==> src/rtl/imem_boot_loader.sv <==
// imem_boot_loader
//   Boot-time loader that sits in front of the instruction memory and the core.
//   It accepts a framed byte stream, assembles little-endian 32-bit words,
//   writes them into instruction memory, and keeps the core in reset until a
//   complete image with a matching XOR checksum has been received.
//
//   Frame: 4 header bytes (word count N, LSB first), N*4 payload bytes
//   (each word LSB first), 1 checksum byte (XOR of every payload byte).
//
// Handshake: a byte transfers on a rising clk edge where rx_valid && rx_ready.
//   rx_ready depends only on the loader state (and is held low during reset),
//   never on rx_valid; the sender may hold rx_valid and rx_data indefinitely.
//
// Ports
//   clk         system clock, rising edge
//   reset       asynchronous active-low reset
//   rx_data     incoming byte
//   rx_valid    rx_data is valid
//   rx_ready    loader can take a byte (HDR, LOAD, CHK)
//   start       one-cycle pulse: restart a load from DONE or ERROR
//   imem_we     instruction memory write strobe, one cycle per word
//   imem_addr   byte address of the write (low two bits zero)
//   imem_wdata  instruction word being written
//   core_reset  active-high core reset, low only in DONE
//   busy        frame in progress (first header byte seen, not DONE/ERROR)
//   error       sticky error flag
//   err_code    0 none, 1 length overflow, 2 checksum mismatch, 3 timeout
//   dbg_state   current FSM state for debug / assertion binding
module imem_boot_loader #(
  parameter int ADDR_BITS = 10,
  parameter int BASE_WORD = 0,
  parameter int TIMEOUT   = 1000000
) (
  input  logic                 clk,
  input  logic                 reset,
  input  logic [7:0]           rx_data,
  input  logic                 rx_valid,
  output logic                 rx_ready,
  input  logic                 start,
  output logic                 imem_we,
  output logic [ADDR_BITS+1:0] imem_addr,
  output logic [31:0]          imem_wdata,
  output logic                 core_reset,
  output logic                 busy,
  output logic                 error,
  output logic [1:0]           err_code,
  output logic [2:0]           dbg_state
);

  typedef enum logic [2:0] {
    S_HDR  = 3'd0,
    S_LOAD = 3'd1,
    S_CHK  = 3'd2,
    S_DONE = 3'd3,
    S_ERR  = 3'd4
  } state_t;

  localparam int TW = $clog2(TIMEOUT + 1);
  // Largest word count that still fits above BASE_WORD.
  localparam logic [32:0]   LIMIT    = 33'(2 ** ADDR_BITS) - 33'(BASE_WORD);
  localparam logic [TW-1:0] TMO_LAST = TW'(TIMEOUT - 1);

  state_t               state;
  logic [1:0]           byte_cnt;   // byte position within header or word
  logic [31:0]          n_words;    // header word count, shifted in LSB first
  logic [ADDR_BITS:0]   word_idx;   // words written so far in this frame
  logic [7:0]           csum;
  logic [TW-1:0]        tmo_cnt;
  logic [23:0]          asm_word;   // first three bytes of the current word

  logic                 xfer;
  logic [31:0]          n_full;
  logic [31:0]          word_full;
  logic [ADDR_BITS-1:0] wr_word;
  logic [31:0]          idx_next;

  assign rx_ready  = reset && (state == S_HDR || state == S_LOAD || state == S_CHK);
  assign xfer      = rx_valid && rx_ready;
  // Values as they will be once the byte on rx_data is folded in.
  assign n_full    = {rx_data, n_words[31:8]};
  assign word_full = {rx_data, asm_word};
  assign wr_word   = ADDR_BITS'(BASE_WORD) + word_idx[ADDR_BITS-1:0];
  assign idx_next  = 32'(word_idx) + 32'd1;
  assign dbg_state = state;

  always_ff @(posedge clk or negedge reset) begin
    if (!reset) begin
      state      <= S_HDR;
      byte_cnt   <= '0;
      n_words    <= '0;
      word_idx   <= '0;
      csum       <= '0;
      tmo_cnt    <= '0;
      asm_word   <= '0;
      imem_we    <= 1'b0;
      imem_addr  <= '0;
      imem_wdata <= '0;
      core_reset <= 1'b1;
      busy       <= 1'b0;
      error      <= 1'b0;
      err_code   <= 2'd0;
    end else begin
      imem_we <= 1'b0;
      case (state)
        S_HDR, S_LOAD, S_CHK: begin
          if (xfer) begin
            // An accepted byte always wins over a timeout in the same cycle.
            tmo_cnt <= '0;
            busy    <= 1'b1;
            if (state == S_HDR) begin
              n_words  <= n_full;
              byte_cnt <= byte_cnt + 2'd1;
              if (byte_cnt == 2'd3) begin
                if ({1'b0, n_full} > LIMIT) begin
                  state    <= S_ERR;
                  busy     <= 1'b0;
                  error    <= 1'b1;
                  err_code <= 2'd1;
                end else if (n_full == 32'd0) begin
                  state <= S_CHK;
                end else begin
                  state <= S_LOAD;
                end
              end
            end else if (state == S_LOAD) begin
              asm_word <= word_full[31:8];
              csum     <= csum ^ rx_data;
              byte_cnt <= byte_cnt + 2'd1;
              if (byte_cnt == 2'd3) begin
                // Write fires the cycle after the last byte of the word, so
                // the final word's strobe lands in the first CHK cycle.
                imem_we    <= 1'b1;
                imem_wdata <= word_full;
                imem_addr  <= {wr_word, 2'b00};
                word_idx   <= word_idx + 1'b1;
                if (idx_next == n_words) begin
                  state <= S_CHK;
                end
              end
            end else begin
              busy <= 1'b0;
              if (rx_data == csum) begin
                state      <= S_DONE;
                core_reset <= 1'b0;
              end else begin
                state    <= S_ERR;
                error    <= 1'b1;
                err_code <= 2'd2;
              end
            end
          end else if (busy) begin
            // Idle cycles only count once the first header byte has arrived.
            if (tmo_cnt == TMO_LAST) begin
              state    <= S_ERR;
              busy     <= 1'b0;
              error    <= 1'b1;
              err_code <= 2'd3;
            end else begin
              tmo_cnt <= tmo_cnt + 1'b1;
            end
          end
        end
        S_DONE, S_ERR: begin
          if (start) begin
            state      <= S_HDR;
            byte_cnt   <= '0;
            n_words    <= '0;
            word_idx   <= '0;
            csum       <= '0;
            tmo_cnt    <= '0;
            asm_word   <= '0;
            core_reset <= 1'b1;
            busy       <= 1'b0;
            error      <= 1'b0;
            err_code   <= 2'd0;
          end
        end
        default: begin
          state <= S_HDR;
        end
      endcase
    end
  end

endmodule

==> config.mk <==
export PLATFORM = sky130hd
export DESIGN_NAME = imem_boot_loader
export DESIGN_NICKNAME = d
export VERILOG_FILES = /design/src/rtl/imem_boot_loader.sv
export SDC_FILE = /design/constraint.sdc
export NUM_CORES = 1
export LEC_CHECK = 0
export CAP_MARGIN = 20
export CORE_MARGIN = 3
export CORE_UTILIZATION = 50
export CTS_CLUSTER_DIAMETER = 120
export DETAILED_ROUTE_END_ITERATION = 7
export PLACE_DENSITY = 0.85
export SKIP_CTS_REPAIR_TIMING = 1
export SLEW_MARGIN = 20
export SYNTH_ARGS = -nofsm -noshare
export SYNTH_HDL_FRONTEND = slang
export SYNTH_SLANG_ARGS = --single-unit
==> constraint.sdc <==
create_clock -name clk -period 2.1 [get_ports clk]
set_input_delay 0.42 -clock clk [delete_from_list [all_inputs] [get_ports clk]]
set_output_delay 0.42 -clock clk [all_outputs]
set_load 0.1 [all_outputs]
==> run summary, run 1 <==
The flow ran to the end, but the final reports show violations. The checks that failed: negative setup slack. The tools report the capturing point of the worst reg2reg path as dbg_state[1]. For the max-slew violation total from the final report, the log shows 0. After detailed routing, the number of remaining DRC violations is 0. The startpoint of the worst setup timing path is dbg_state[1]. The congestion estimate from routability-driven global placement came to 0.877. Max-cap violations in this run came to 0. Entering global routing, the biggest net connects 148 pins. For the number of nets in the final layout, the log shows 869. The die extent in y is 125 um, and the worst max-slew margin expressed relative to the limit is 0.486.

0 antenna diodes ended up in the layout. Summed over all layers, the global routing overflow is 0. Buffers inserted during clock tree synthesis total 17. The min-delay analysis places its worst path in the category reg -> reg. Counting cells, the worst reg-to-reg path comes to 7.

The capture point of the worst path was rx_ready. The total power per unit cell area works out to 1050 nW/um^2. The unique cell type count in the Yosys netlist is 66.

The number of warnings printed during yosys synthesis came out at 0. Counting flops and latches in the post-synthesis netlist gives 148. Detailed placement finished with a half-perimeter wire length of 12.0 mm.

The largest individual stage delay along the critical path comes from the cell dfrtp_4. The flip-flop cell with the highest count after synthesis is dfrtp_1. The critical path's top delay family is flip-flops. The number of cells produced by synthesis is 714. The clock drives 148 sinks. 66 I/O pins were placed. The category of the worst setup path launch point was a flip-flop.

The average size of a mapped cell was 9.86 sq um. The critical path class was reg -> out. The design draws 0.00958 W. The finished cells cover 9110 sq um. The tools report the source-to-sink clock delay at the later pin of the worst-skew pair as 0.44 ns. The via count of the first global-routing pass is 5752, and the period utilization is 1.03. The tools report the arrival time at the worst endpoint as 1.75 ns. After detailed routing, the total wire length is 17.9 mm. The run gives 0.231 as the total routing usage reported by global routing. The setup slack of the worst register-to-register path came out at -0.05 ns. The average wire per cell in the routed design is 17.1 um, and the die footprint is 15500 sq um. The proportion of register bits with asynchronous set or reset after synthesis came out at 1.00. The synthesized design contains 0 enable-type register cells.

The number of buffer cells added on primary ports was 63. Setup repair after global routing could not meet its margin everywhere. The analysis attributes to cell leakage a power of 4.31 nW. The starting density of the core is 0.521, and the total setup violations reported at the end of the flow is 6. Counting the fill cells in the layout gives 979.

Registers take 3720 sq um. The clock arrives with 0.00721 ns of skew. The total standard cell area after synthesis was 7040 sq um; the core box area was 13500 sq um. CTS built an H-tree with a depth of 4.

The clock tree root buffer cell is clkbuf_16. The routed via count is 5923, and the delay of the slowest cell on the worst path is 0.48 ns. At the pin with the least slew margin, the transition time is 0.771 ns.

The remaining antenna violation count after routing was 0. The fraction of layout instances using a drive strength above 1 is 0.304, and the endpoint required time on the critical path is 1.68 ns. Leaving out fill and tap cells, the most frequent cells in the layout are nand2_1, dfrtp_1, buf_4. The most frequent standard cell in the layout excluding fill and tap cells was nand2_1. The global-route wire length before repair is 28.9 mm. Compared with the post-synthesis result, the final layout area differs by 29.4%. The clock-pin slew on the worst setup and hold paths was 0.06 ns.

TritonCTS built the clock tree. The worst setup path is captured at an output pin. The logs give 1420 uV for the peak ir drop on the vdd network and 8370 sq um for the placed instance area. The logs give 0.675 for the share of the core filled with cells and 584 for the initial DRC count. The maximum root-to-sink buffer count came out at 2. Traced cell by cell, the critical path runs through buf_6 > a21oi_4 > buf_4 > and2_2 > buf_12. The post-layout worst setup margin was -0.0685 ns; the width of the die was 125 um. Based on the critical path, the design can be clocked at up to 0.461 GHz. In this run the core area contains 42 standard-cell rows. The minimum clock period after layout is 2.17 ns, and the maximum fanout count along the critical path is 7. In this run the critical register-to-register path is launched from n_words[28]. The multi-input logic area was 3230 sq um; the detailed-router iteration count before antenna repair was 5. For the final count of hold timing violations, the log shows 0. Dividing the detail-routed via count by the number of cells gives 5.68. Counting buffers and inverters, the worst setup path is 5 cells deep. For the share of the yosys chip area belonging to registers, the log shows 0.526. The number of buffers and inverters on the critical path is 3.

The number of antenna violations at the first check in global routing was 0.
## metrics by stage
stage	TNS (ns)	instances	hold WS, ns	setup WS, ns
2_1_floorplan	-0.434	715	0.124	-0.0785
3_3_place_gp	-9.72	1002	0.344	-0.281
3_5_place_dp	-12.34	1002	0.342	-0.336
4_1_cts	-1.13	1034	-0.122	-0.328
5_1_grt	-1.48	1043	0.524	-0.156
6_report	-0.279	1043	0.477	-0.0685
## state kept, by name, indices dropped and copies added, names as in the netlist
register	flops
asm_word	24
busy	1
err_code	2
byte_cnt	2
imem_we	1
word_idx	11
core_reset	1
n_words	32
imem_addr	10
csum	8
imem_wdata	32
error	1
dbg_state	3
tmo_cnt	20
## layout make-up
type / instances / share of cell area
Clock buffer: 19 / 0.0497
Clock inverter: 13 / 0.0113
Inverter: 5 / 0.00206
Multi-Input combinational cell: 523 / 0.355
Sequential cell: 148 / 0.408
Tap cell: 176 / 0.0242
Timing Repair Buffer: 159 / 0.150
## cells by family (layout without fill, tap and decap cells)
group | after synthesis | after routing | synth area share
simple gates | 281 | 281 | 0.181
compound gates | 156 | 156 | 0.137
flops | 148 | 148 | 0.526
mux | 48 | 48 | 0.0764
buf+inv | 44 | 196 | 0.0322
xor+xnor | 33 | 33 | 0.0411
fa+ha+maj | 3 | 3 | 0.00533
other cells | 1 | 2 | 0.000533
## how the worst min path moves through the flow
stage	start	endpoint	slack, ns	depth (start not counted)
after global routing	asm_word[22]	asm_word[22]	0.52	2
final	asm_word[0]	asm_word[0]	0.48	2
after detailed placement	reset	tmo_cnt[5]	0.34	2
after CTS	reset	tmo_cnt[5]	-0.12	2
after floorplan	reset	asm_word[0]	0.12	0
after global placement	reset	tmo_cnt[5]	0.34	2
## worst register-to-register path: stages (launching register included)
cell	delay, ns
dfrtp_1	0.37
or4_4	0.55
nor4_4	0.21
buf_4	0.18
o2111ai_2	0.09
a2111o_1	0.33
o21ai_2	0.21
a22o_1	0.15
## cell usage after synthesis (4+ instances only)
library cell,instances,area (sq um)
a21oi_1,34,170
and2_1,7,43.8
and3_1,5,31.3
buf_2,11,55.1
buf_4,4,30.0
clkbuf_1,20,75.1
dfrtp_1,147,3680
inv_1,5,18.8
mux2_2,43,484
nand2_1,159,597
nand2b_1,4,25.0
nand3_1,15,75.1
nand4_1,7,43.8
nor2_1,51,191
nor3_1,10,50.1
nor4_1,6,37.5
o21ai_0,66,330
o21ai_1,11,55.1
o31ai_1,8,60.1
o41ai_1,4,35.0
xnor2_1,24,210
xor2_1,9,78.8
## where the power goes
group	total [W]	internal, W	switching [W]
clock	0.00284	0.00159	0.00126
combinational	0.00333	0.00125	0.00209
sequential	0.00340	0.00314	0.000261
total	0.00958	0.00598	0.00361
## per-layer routing
layer  GRT usage  vias up  routed length [um]
met5           0        -                   0
met4      0.0858        0                 394
met3      0.0570       41                1190
met2       0.363      220                8540
met1       0.312     2896                7730
li1            -     2766                   -
No activity file was read; power rests on OpenSTA's default activity.
==> run 2, diff against run 1 <==
--- a/config.mk
+++ b/config.mk
@@ -10,7 +10,7 @@
 export CORE_UTILIZATION = 50
 export CTS_CLUSTER_DIAMETER = 120
 export DETAILED_ROUTE_END_ITERATION = 7
-export PLACE_DENSITY = 0.85
+export PLACE_DENSITY = 0.82
 export SKIP_CTS_REPAIR_TIMING = 1
 export SLEW_MARGIN = 20
 export SYNTH_ARGS = -nofsm -noshare
==> constraint.sdc (replaced) <==
create_clock -name clk -period 2.65 [get_ports clk]
set_input_delay 0.53 -clock clk [delete_from_list [all_inputs] [get_ports clk]]
set_output_delay 0.53 -clock clk [all_outputs]
set_load 0.1 [all_outputs]
==> run summary, run 2 (same netlist as run 1, synthesis figures left out) <==
The run finished with clean final reports. On the final layout, the worst clock skew is 0.00766 ns. The setup path with the least slack is of type reg -> out. The detail route stage leaves a number of antenna-violating nets equal to 0. The starting density of the core was 0.521. After the first detailed-routing iteration, the DRC count stood at 708. The worst hold path passes through 2 cells. The later pin in the worst-skew pair is clocked with a latency of 0.42 ns. The clock passes through at most 2 buffers.

The worst setup path is captured at an output pin. The final sum of negative setup slack is 0 ns. The worst max-slew margin expressed relative to the limit is 0.454, and the number of antenna violations at the first check in global routing is 1. In this run the critical register-to-register path is captured at dbg_state[1]. In the final design database the tool counted 797 nets. Dividing total power by cell area gives a power density of 888 nW/um^2. The die extent in y came out at 125 um. The die is 125 um wide. The routed layout has 5606 vias. The worst hold path belongs to the class reg -> reg. The cell sitting at the root of the clock tree is a clkbuf_16.

For the arrival time at the worst endpoint, the log shows 1.89 ns. During I/O placement, the number of pins put on the boundary was 66. The minimum clock period after layout was 2.42 ns; the multi-input logic area was 3110 sq um. The via count of the first global-routing pass was 5460; the maximum fanout count along the critical path was 12. The signal on the critical path passes through buf_4 > a21oi_1 > and2_1 > buf_12.

The total setup violations reported at the end of the flow is 0. Fraction of layout instances using a drive strength above 1: 0.214. TritonCTS built the clock tree. Entering global routing, the biggest net connects 148 pins.

The number of levels the H-tree was split into was 4; the post-detailed-route via-to-cell ratio was 5.77. The placed instance area is 7760 sq um, and the max capacitance violation total is 0. The largest registers in the layout are imem_wdata: 32 flops, n_words: 32 flops, asm_word: 24 flops. The period utilization is 0.915.

The tools report the top achievable clock speed as 0.413 GHz. The worst register-to-register path begins at word_idx[0]. After detailed routing, the number of remaining DRC violations is 0. The total routing usage reported by global routing is 0.221, and the TritonCTS buffer count is 17.

The final count of hold timing violations was 0. In the layout the commonest cells are nand2_1, dfrtp_1, buf_4. The worst register-to-register path has a depth of 8. For this design the static power due to leakage is 3.90 nW. Leaving out fill and tap cells, the most frequent cell in the layout is nand2_1.

The logs give 0.28 ns for the setup slack of the worst register-to-register path and 28.0 mm for the global-route wire length before repair. The average wire per cell in the routed design came out at 17.4 um. For this run, the slowest stage of the critical path takes 0.50 ns. The first detailed-routing pass ran for 5 iterations.

Across the whole layout, storage elements account for 3700 sq um. The tools report the startpoint of the worst setup timing path as dbg_state[2]. At the pin with the least slew margin, the transition time is 0.814 ns.

The number of filler instances in the final layout is 1074, and the core box area is 13500 sq um. The run gives 2.12 ns as the endpoint required time on the critical path. Routability-driven placement finished with a final weighted congestion of 0.938. The detailed placement HPWL was 11.7 mm.

Clock tree synthesis found a total of 148 sinks. The critical path contains buffers and inverters numbering 2 combined. Following the worst setup path forward leads to its endpoint at rx_ready. The die covers 15500 sq um. Buffers placed on the I/O ports in this run total 63. The logs give 0 for the total overflow reported by the global router and 42 for the site row count. The layout overhead on the synthesized area came out at 19.5%. The critical path runs through a total of 4 cells.

After detailed routing, the total wire length is 16.9 mm. After clock tree synthesis, the clock-pin slew on the worst setup and hold paths is 0.06 ns. The finished cells cover 8410 sq um. Max-slew violation total from the final report: 0. Setup repair after global routing left no endpoint under its margin. Among cell families on the critical path, the largest total delay comes from flip-flops. On the critical path, the stage with the largest delay is an instance of dfrtp_1.

The worst setup path is launched from a flip-flop. VDD sags by at most 487 uV.
==> run 2: how the worst min path moves through the flow <==
stage	from	end
2_1_floorplan	reset	asm_word[0]
3_3_place_gp	reset	busy
3_5_place_dp	reset	busy
4_1_cts	reset	busy
5_1_grt	asm_word[5]	asm_word[5]
6_report	asm_word[5]	asm_word[5]
==> run 2: power by group <==
part,leakage [nW],switching [W],internal [W]
logic,1.55,0.00151,0.000635
clock network,0.312,0.000938,0.00165
registers,2.03,0.000257,0.00248
total,3.90,0.00270,0.00477
==> run 2: worst reg2reg max path, cell delays in order (launching register included) <==
cell,delay (ns)
dfrtp_1,0.49
ha_1,0.29
nand2_1,0.16
nor3_2,0.33
xnor2_1,0.17
mux2i_1,0.09
a2111o_1,0.44
o21ai_2,0.20
a22o_1,0.15
==> run 2: routing by layer <==
metal	vias up	global-route usage	wire [um]
li1	2617	-	-
met4	0	0.0787	347
met5	-	0	0
met1	2735	0.289	7150
met3	38	0.0450	923
met2	216	0.368	8490
==> run 2: cell type report <==
class	instances	share of cell area
multi-input combinational	523	0.370
sequential	148	0.440
tap	176	0.0262
antenna	1	0.000297
timing repair buffer	87	0.0843
clock inverter	12	0.0210
clock buffer	20	0.0555
inverter	5	0.00223
==> run 2: per-stage QoR <==
step | setup slack, ns | util | total power (W) | std cells | hold slack [ns]
floorplan | 0.0596 | - | 0.00426 | 715 | 0.234
global placement | 0.119 | 0.574 | 0.00481 | 938 | 0.325
detailed placement | 0.109 | 0.574 | 0.00487 | 938 | 0.324
CTS | 0.226 | 0.622 | 0.00747 | 970 | -0.127
global route | 0.122 | 0.623 | 0.00782 | 972 | 0.514
finish | 0.226 | 0.623 | 0.00747 | 972 | 0.480
==> run 3, diff against run 2 <==
--- a/config.mk
+++ b/config.mk
@@ -7,10 +7,11 @@
 export LEC_CHECK = 0
 export CAP_MARGIN = 20
 export CORE_MARGIN = 3
-export CORE_UTILIZATION = 50
+export CORE_UTILIZATION = 55
+export CTS_BUF_LIST = sky130_fd_sc_hd__clkbuf_8
 export CTS_CLUSTER_DIAMETER = 120
 export DETAILED_ROUTE_END_ITERATION = 7
-export PLACE_DENSITY = 0.82
+export PLACE_DENSITY = 0.88
 export SKIP_CTS_REPAIR_TIMING = 1
 export SLEW_MARGIN = 20
 export SYNTH_ARGS = -nofsm -noshare
==> run summary, run 3 (same netlist as run 1, synthesis figures left out) <==
Fraction of layout instances using a drive strength above 1: 0.212. The clock period could shrink to 2.39 ns. Summed over all cells, the static leakage comes to 3.78 nW. The floorplan step set the die height to 119 um.

Clock latency on the worst-skew pair, taken at its later pin, is 0.47 ns. The number of antenna violations at the first check in global routing is 0. Endpoint kind of the worst setup timing path: a flip-flop.

Width of the die: 119 um. In this run the critical register-to-register path is launched from word_idx[0]. For the starting density of the core, the log shows 0.574.

The site row count was 40. The worst setup path is launched from a flip-flop. The run gives 66 as the boundary pin count. The flow ran to the end, and the final reports show no timing, DRC or antenna violations. Clock tree root buffer cell: clkbuf_8. TritonCTS built the clock tree.

For the worst flop-to-flop path, the logic depth is 8. For the number of filler instances in the final layout, the log shows 952. For this block, the via count after detailed routing is 5676. Along the worst path, the maximum fanout reaches 7. Based on the critical path, the design can be clocked at up to 0.419 GHz. The number of buffers and inverters on the critical path is 0.

Setup repair after global routing left no endpoint under its margin. The first detailed-routing pass ran for 5 iterations. Across the routed clock network, the largest skew measured is 0.00982 ns.

The peak ir drop on the vdd network is 1310 uV, and the number of buffer cells added on primary ports is 63. The signal on the critical path passes through ha_1 > nand2_1 > nor3_2 > a22o_1 > mux2i_1 > a2111o_1 > o21ai_2 > a22o_1. The total routing usage reported by global routing was 0.244; the max capacitance violation total was 0. Setup violations remaining at the end of the flow were counted as 0. The period utilization is 0.900. The largest registers in the layout are imem_wdata: 32 flops, n_words: 32 flops, asm_word: 24 flops.

The most frequent cell on the critical path was a22o_1. For the number of levels the H-tree was split into, the log shows 4. Max-slew violation total from the final report: 0.

0 antenna diodes ended up in the layout. Entering global routing, the biggest net connects 88 pins. The endpoint required time on the critical path was 3.06 ns; the clock-pin slew on the worst setup and hold paths was 0.08 ns.

Critical path class: reg -> reg. The maximum root-to-sink buffer count was 2; the DRC violation count after routing was 0. In this run the remaining antenna-violating nets after routing total 0. The final layout contains routed wiring with a total length of 16.7 mm. The average wire per cell in the routed design was 17.3 um. The congestion estimate from routability-driven global placement came to 0.899. The worst max-slew margin expressed relative to the limit came out at 0.376. The total overflow left after global routing is 0. The final count of hold timing violations came out at 0. The global-route wire length before repair is 27.7 mm. The setup check on the worst reg-to-reg path leaves a slack of 0.26 ns.

The library cell used most frequently in the layout, excluding fill and tap cells, is nand2_1. For this run, the slowest stage of the critical path takes 0.48 ns. The post-detailed-route via-to-cell ratio was 5.91. The core box area was 12300 sq um. The logs give 148 for the clock net sink count and 5557 for the via count of the first global-routing pass. The critical path runs through a total of 8 cells. The layout overhead on the synthesized area was 15.7%.

In this run the critical register-to-register path is captured at dbg_state[1]. STA puts the critical path data arrival time at 2.79 ns. In this run, placement finished with an instance count of 929. The slowest stage of the critical path is the dfrtp_1 cell.

The wire-length estimate of the detail-placed layout is 11.6 mm. The die covers 14200 sq um. The total power per unit cell area is 812 nW/um^2, and the final sum of negative setup slack is 0 ns. Buffers inserted during clock tree synthesis total 17. In this design, the largest share of critical-path delay is due to compound AO/OA/AOI/OAI gates. The count of cells in the finished layout, fillers not included, comes to 961. The final layout contains 795 nets. In the layout the commonest cells are nand2_1, dfrtp_1, buf_4.

The tools report the initial DRC count as 696. Classification of the worst-slack hold path: in -> async. For the pin with the worst max-slew slack, the measured transition is 0.934 ns.
-- run 3: final cells by class --
| class | instances | area (sq um) | area share |
|---|---|---|---|
| timing repair buffer | 85 | 696 | 0.0854 |
| multi-input combinational | 523 | 3110 | 0.382 |
| clock inverter | 15 | 166 | 0.0204 |
| sequential | 148 | 3700 | 0.455 |
| clock buffer | 17 | 234 | 0.0287 |
| tap | 168 | 210 | 0.0258 |
| inverter | 5 | 18.8 | 0.00230 |
-- run 3: how the worst max path moves through the flow --
stage	start	to	slack [ns]
4_1_cts	dbg_state[2]	rx_ready	0.27
3_3_place_gp	start	word_idx[2]	0.07
5_1_grt	word_idx[0]	dbg_state[1]	0.11
6_report	word_idx[0]	dbg_state[1]	0.26
3_5_place_dp	rx_valid	word_idx[8]	0.03
2_1_floorplan	dbg_state[2]	rx_ready	0.06
-- run 3: routing by layer --
layer | part of all wire | GRT usage | routed length (um)
met1 | 0.41 | 0.312 | 6800
met3 | 0.071 | 0.0641 | 1180
met5 | 0 | 0 | 0
met4 | 0.024 | 0.0920 | 395
met2 | 0.50 | 0.399 | 8280
-- run 3: through the flow --
step                      power [W]  worst slack, ns  hold WS, ns  utilization  instance area [sq um]
final                       0.00661            0.264       0.0508        0.664                   8140
after global routing        0.00696            0.114       0.0756        0.664                   8140
after CTS                   0.00661            0.269       0.0487        0.664                   8140
after detailed placement    0.00484           0.0309        0.465        0.631                   7740
after global placement      0.00478           0.0676        0.457        0.631                   7740
after floorplan             0.00426           0.0596        0.234            -                   7040
-- run 3: power by group --
group          switching, W  leakage, nW  total (W)  internal (W)
combinational       0.00147         1.55    0.00210      0.000632
clock              0.000855        0.198    0.00177      0.000917
sequential         0.000259         2.03    0.00274       0.00248
-- run 3: worst register-to-register path, delay by kind of cell, from the launching register on --
family,cells,cell delay [ns]
muxes,1,0.07
AOI/OAI and AO/OA,4,0.95
DFF,1,0.48
adders and majority gates,1,0.30
and+or+nand+nor,2,0.52
